File: src/rtl/wb_write_arbiter.sv
// Register-file write-port arbiter: ALU results pass straight through, MDU results queue and
// drain in idle ALU slots. Define WB_BYPASS_EN to add forwarding outputs from the output register.
module wb_write_arbiter #(
  parameter int unsigned FIFO_DEPTH = 4,
  parameter int unsigned DW         = 32,
  parameter int unsigned AW         = 5
) (
  input  logic                        clk,
  input  logic                        reset_n,
  input  logic                        i_alu_we,
  input  logic [AW-1:0]               i_alu_waddr,
  input  logic [DW-1:0]               i_alu_wdata,
  input  logic                        i_mdu_valid,
  output logic                        o_mdu_ready,
  input  logic [AW-1:0]               i_mdu_waddr,
  input  logic [DW-1:0]               i_mdu_wdata,
  input  logic                        i_flush,
  output logic                        o_we,
  output logic [AW-1:0]               o_waddr,
  output logic [DW-1:0]               o_wdata,
  input  logic [AW-1:0]               i_raddr1,
  input  logic [AW-1:0]               i_raddr2,
  output logic                        o_pend1,
  output logic                        o_pend2,
`ifdef WB_BYPASS_EN
  output logic                        o_byp_hit1,
  output logic                        o_byp_hit2,
  output logic [DW-1:0]               o_byp_data1,
  output logic [DW-1:0]               o_byp_data2,
`endif
  output logic [$clog2(FIFO_DEPTH):0] o_fifo_count
);

  localparam int unsigned PW = $clog2(FIFO_DEPTH);
  localparam int unsigned CW = PW + 1;

  logic                  we_q, we_d;
  logic [AW-1:0]         waddr_q, waddr_d;
  logic [DW-1:0]         wdata_q, wdata_d;
  logic [PW-1:0]         rd_ptr_q, rd_ptr_d;
  logic [PW-1:0]         wr_ptr_q, wr_ptr_d;
  logic [CW-1:0]         count_q, count_d;
  logic [FIFO_DEPTH-1:0] vld_q, vld_d;
  logic [AW-1:0]         addr_q [FIFO_DEPTH];
  logic [DW-1:0]         data_q [FIFO_DEPTH];

  logic alu_req_c, ready_c, push_c, pop_c;
  logic qhit1_c, qhit2_c, ohit1_c, ohit2_c;

  // r0 writes are dropped at the source; a flush suppresses both pop and push
  assign alu_req_c = i_alu_we & (i_alu_waddr != '0);
  assign ready_c   = (count_q < CW'(FIFO_DEPTH));
  assign push_c    = i_mdu_valid & ready_c & (i_mdu_waddr != '0) & ~i_flush;
  assign pop_c     = ~alu_req_c & (count_q != '0) & ~i_flush;

  always_comb begin
    we_d     = 1'b0;
    waddr_d  = waddr_q;
    wdata_d  = wdata_q;
    rd_ptr_d = rd_ptr_q;
    wr_ptr_d = wr_ptr_q;
    count_d  = count_q;
    vld_d    = vld_q;
    if (alu_req_c) begin
      we_d    = 1'b1;
      waddr_d = i_alu_waddr;
      wdata_d = i_alu_wdata;
    end else if (pop_c) begin
      we_d    = 1'b1;
      waddr_d = addr_q[rd_ptr_q];
      wdata_d = data_q[rd_ptr_q];
    end
    if (i_flush) begin
      rd_ptr_d = '0;
      wr_ptr_d = '0;
      count_d  = '0;
      vld_d    = '0;
    end else begin
      if (pop_c) begin
        vld_d[rd_ptr_q] = 1'b0;
        rd_ptr_d        = rd_ptr_q + PW'(1);
      end
      if (push_c) begin
        vld_d[wr_ptr_q] = 1'b1;
        wr_ptr_d        = wr_ptr_q + PW'(1);
      end
      case ({push_c, pop_c})
        2'b10:   count_d = count_q + CW'(1);
        2'b01:   count_d = count_q - CW'(1);
        default: count_d = count_q;
      endcase
    end
  end

  always_ff @(posedge clk or negedge reset_n) begin
    if (!reset_n) begin
      we_q     <= 1'b0;
      waddr_q  <= '0;
      wdata_q  <= '0;
      rd_ptr_q <= '0;
      wr_ptr_q <= '0;
      count_q  <= '0;
      vld_q    <= '0;
    end else begin
      we_q     <= we_d;
      waddr_q  <= waddr_d;
      wdata_q  <= wdata_d;
      rd_ptr_q <= rd_ptr_d;
      wr_ptr_q <= wr_ptr_d;
      count_q  <= count_d;
      vld_q    <= vld_d;
    end
  end

  // Payload storage needs no reset; occupancy is tracked by vld_q
  always_ff @(posedge clk) begin
    if (push_c) begin
      addr_q[wr_ptr_q] <= i_mdu_waddr;
      data_q[wr_ptr_q] <= i_mdu_wdata;
    end
  end

  always_comb begin
    qhit1_c = 1'b0;
    qhit2_c = 1'b0;
    for (int unsigned i = 0; i < FIFO_DEPTH; i++) begin
      if (vld_q[PW'(i)] && (addr_q[PW'(i)] == i_raddr1)) qhit1_c = 1'b1;
      if (vld_q[PW'(i)] && (addr_q[PW'(i)] == i_raddr2)) qhit2_c = 1'b1;
    end
  end

  assign ohit1_c = we_q & (waddr_q == i_raddr1) & (i_raddr1 != '0);
  assign ohit2_c = we_q & (waddr_q == i_raddr2) & (i_raddr2 != '0);

`ifdef WB_BYPASS_EN
  assign o_byp_hit1  = ohit1_c;
  assign o_byp_hit2  = ohit2_c;
  assign o_byp_data1 = ohit1_c ? wdata_q : '0;
  assign o_byp_data2 = ohit2_c ? wdata_q : '0;
  assign o_pend1     = (i_raddr1 != '0) & qhit1_c;
  assign o_pend2     = (i_raddr2 != '0) & qhit2_c;
`else
  assign o_pend1     = (i_raddr1 != '0) & (qhit1_c | ohit1_c);
  assign o_pend2     = (i_raddr2 != '0) & (qhit2_c | ohit2_c);
`endif

  assign o_we         = we_q;
  assign o_waddr      = waddr_q;
  assign o_wdata      = wdata_q;
  assign o_mdu_ready  = ready_c;
  assign o_fifo_count = count_q;

endmodule

File: config.mk
export PLATFORM = sky130hd
export DESIGN_NAME = wb_write_arbiter
export DESIGN_NICKNAME = d
export VERILOG_FILES = /design/src/rtl/wb_write_arbiter.sv
export SDC_FILE = /design/constraint.sdc
export NUM_CORES = 1
export LEC_CHECK = 0
export ABC_AREA = 1
export CORE_UTILIZATION = 49
export CTS_CLUSTER_SIZE = 30
export DETAILED_ROUTE_END_ITERATION = 16
export GPL_ROUTABILITY_DRIVEN = 0
export GPL_TIMING_DRIVEN = 0
export PLACE_DENSITY = 0.76
export RECOVER_POWER = 100
export SYNTH_ARGS = -nofsm -noshare
export SYNTH_HDL_FRONTEND = slang
export SYNTH_SLANG_ARGS = --single-unit
File: constraint.sdc
create_clock -name clk -period 2.7 [get_ports clk]
set_input_delay 0.54 -clock clk [delete_from_list [all_inputs] [get_ports clk]]
set_output_delay 0.54 -clock clk [all_outputs]
set_load 0.05 [all_outputs]
==> impl_metrics.ini <==
[grt]
grt_pass1_wl_um = 36000
gr-total-overflow = 0
antenna_found_initial = 5
grt_max_degree = 29
grt_pass1_vias = 6936
track_usage_pct = 26.1

[setup_path]
r2r-start = o_fifo_count[2]
startpoint_type = primary input
slowest_delay_ns = 0.60
arrival_ns = 2.08
crit_top_cell = nor2_1
cp-end-kind = output pin
path_max_fanout = 6
reg2reg_to = o_wdata[30]
reg2reg_depth = 8
crit_buf_inv = 3
cpMaxStageDelayCell = clkdlybuf4s50_1
ff2ff_setup_slack_ns = 0.39
path_class = in2out
crit_path_cell_trace = clkdlybuf4s50_1, inv_1, nand2_1, o21ai_0, nor2_1, nand3_1, nand3_1, nor2_1, nor2_1, clkbuf_4
crit_family = buffers and inverters
crit_required_ns = 2.16

[floorplanning]
die_area_um2 = 18800
rows = 49
die-width_um = 137
coreArea_um2 = 17900
die_h_um = 137
initial_core_util_pct = 50.0
io_pins = 133

[synth]
synthAdderAreaFrac_pct = 1.34
muxShareOfSynthArea_pct = 0
synth.avg_cell_area_um2 = 9.66
ys_seq_area_share_pct = 63.4
netlist_instances = 926
synth.distinct_cells = 29
ys_seq_elements = 197
synth_top_family_by_area = simple AND/OR/NAND/NOR gates
syn-cell-area_um2 = 8940
syn_nets = 1024
ys_warn_count = 0
synth-compound-area-share_pct = 3.82
synth-simple-area-share_pct = 25.9
synthXorXnorAreaFrac_pct = 1.18

[pwr]
ir_drop_mv = 0.613
total_power_mw = 9.56
powerDensity_nw_per_um2 = 858
power_leakage_nw = 4.72

[sta]
setup_slack_ns = 0.0781
fmax_ghz = 0.381
period_share_pct = 97.1
hold_viol_final = 0
hold_ws_ns = 0.366
setup_viol = 0
period_needed_ns = 2.62
final-max-slew-violation-count = 0
max_slew.worst_pin.slew_ns = 1.30
rsz0062_at_grt = no
slew_headroom_pct = 13.6
fin_skew_ns = 0.00976

[detailed_routing]
wl_met1_um = 9660
highest_layer = met5
route.vias.total = 7255
wire_per_inst_um = 17.6
post-route-drc-count = 0
routed_wirelength_um = 23400
routed-wl-met2_um = 11300
wl_met3_um = 1980
via_per_inst = 5.46
drt-initial-drc-count = 806
postRouteAntennaNets = 0
drt_pass1_iterations = 5

[clock_network]
hold_buffers = 0
cts_max_level = 4
root_buffer = clkbuf_16
tritoncts = done
cts.clk_slew.worst_paths_ns = 0.07
numClockSinks = 197
cts_buffers = 17
cts_max_path_buffers = 2
clk_latency_ns = 0.44

[placed_design]
dp_hpwl_um = 15700
place_ws_ns = -0.603
placedCellCount = 1289
io_buffers = 129

[flow_run]
maxCapViolCount = 0

[run_status]
status = finished clean

[min_path]
hp-class = in2async

[layout]
syn2layout_area_growth_pct = 24.5
num-fill-cells = 1457
nNetsFinal = 1180
drive_above_1_share_pct = 6.21
fin_cells = 1328
==> Yosys cell counts <==
| cell type | count | share of area, % |
|---|---|---|
| a21boi_4 | 1 | 0.21 |
| a21oi_1 | 13 | 0.73 |
| a21oi_2 | 1 | 0.098 |
| buf_1 | 7 | 0.29 |
| buf_2 | 13 | 0.73 |
| buf_4 | 1 | 0.084 |
| buf_6 | 4 | 0.50 |
| clkbuf_1 | 20 | 0.84 |
| clkinv_1 | 1 | 0.042 |
| dfrtp_1 | 49 | 14 |
| edfxtp_1 | 148 | 50 |
| fa_1 | 1 | 0.22 |
| ha_1 | 8 | 1.1 |
| inv_1 | 42 | 1.8 |
| inv_2 | 2 | 0.084 |
| nand2_1 | 328 | 14 |
| nand2_2 | 1 | 0.070 |
| nand2_4 | 2 | 0.25 |
| nand3_1 | 162 | 9.1 |
| nand3b_1 | 1 | 0.084 |
| nor2_1 | 53 | 2.2 |
| nor3_1 | 7 | 0.39 |
| o211ai_1 | 1 | 0.084 |
| o21ai_0 | 41 | 2.3 |
| o21ai_1 | 1 | 0.056 |
| o22ai_1 | 5 | 0.35 |
| or2_2 | 1 | 0.070 |
| xnor2_1 | 1 | 0.098 |
| xor2_1 | 11 | 1.1 |
==> logic make-up after synthesis <==
family | Yosys count
and+or+nand+nor | 555
xor gates and xnor gates | 12
adders and majority gates | 9
buffers and inverters | 90
AOI/OAI and AO/OA | 63
DFF | 197
==> routing by layer <==
metal  up-vias  track usage, %
met5         -               0
li1       3428               -
met4         2            10.4
met2       340            42.2
met1      3441            34.4
met3        44            5.67
==> cell type report <==
type                       instances  area, um^2  area share (%)
sequential                       197        5670            50.9
clock buffer                      19         453            4.07
multi-input combinational        639        2880            25.9
timing repair buffer             137        1350            12.1
buffer                            45         193            1.73
antenna                            4        10.0          0.0899
clock inverter                    13         121            1.09
tap                              229         287            2.57
inverter                          45         169            1.52
==> flip-flops by register name (all words and copies together) (netlist names) <==
name          count
rd_ptr_q          2
o_waddr           5
data_q          128
o_we              1
addr_q           20
o_wdata          32
wr_ptr_q          2
o_fifo_count      3
vld_q             4
==> report_power, final <==
part	leakage (nW)	internal (mW)	switching [mW]	total [mW]
Clock	0.291	1.33	1.12	2.46
Combinational	2.47	0.954	2.28	3.23
Sequential	1.96	3.64	0.228	3.86
Total	4.72	5.92	3.63	9.56
==> through the flow <==
step / instance area [um^2] / setup TNS [ns] / util [%]
3_3_place_gp: 10500 / -390.28 / 58.8
6_report: 11100 / 0 / 62.2
4_1_cts: 11200 / 0 / 62.8
5_1_grt: 11100 / 0 / 62.2
3_5_place_dp: 10600 / -61.12 / 59.5
2_1_floorplan: 8940 / -61.11 / -
==> repair_timing <==
action,in CTS,in global routing
pin swaps,2,0
resized for setup,13,7
cloned,0,0
endpoints found under the setup margin,42,2
buffers inserted,3,0
==> worst max path at each step <==
stage	startpoint	endpoint	depth (start not counted)
after CTS	i_raddr1[4]	o_pend1	10
after global placement	i_mdu_waddr[3]	data_q[3][13]	5
final	i_raddr2[4]	o_pend2	10
after floorplan	o_fifo_count[2]	addr_q[0][0]	3
after detailed placement	i_raddr2[0]	o_pend2	10
after global routing	i_raddr2[3]	o_pend2	9
==> cells in the final DEF (no fill, tap or decap), drive strengths merged, types with 11 or more instances in the layout <==
| master | netlist | routed |
|---|---|---|
| clkbuf | 20 | 51 |
| clkdlybuf4s50 | 0 | 42 |
| dlygate4sd3 | 0 | 79 |
| o21ai | 42 | 42 |
| nand2 | 331 | 331 |
| xor2 | 11 | 11 |
| dfrtp | 49 | 49 |
| a21oi | 14 | 14 |
| buf | 25 | 24 |
| edfxtp | 148 | 148 |
| nor2 | 53 | 53 |
| inv | 44 | 48 |
| nand3 | 162 | 162 |
(Power assumes the default switching activity.)
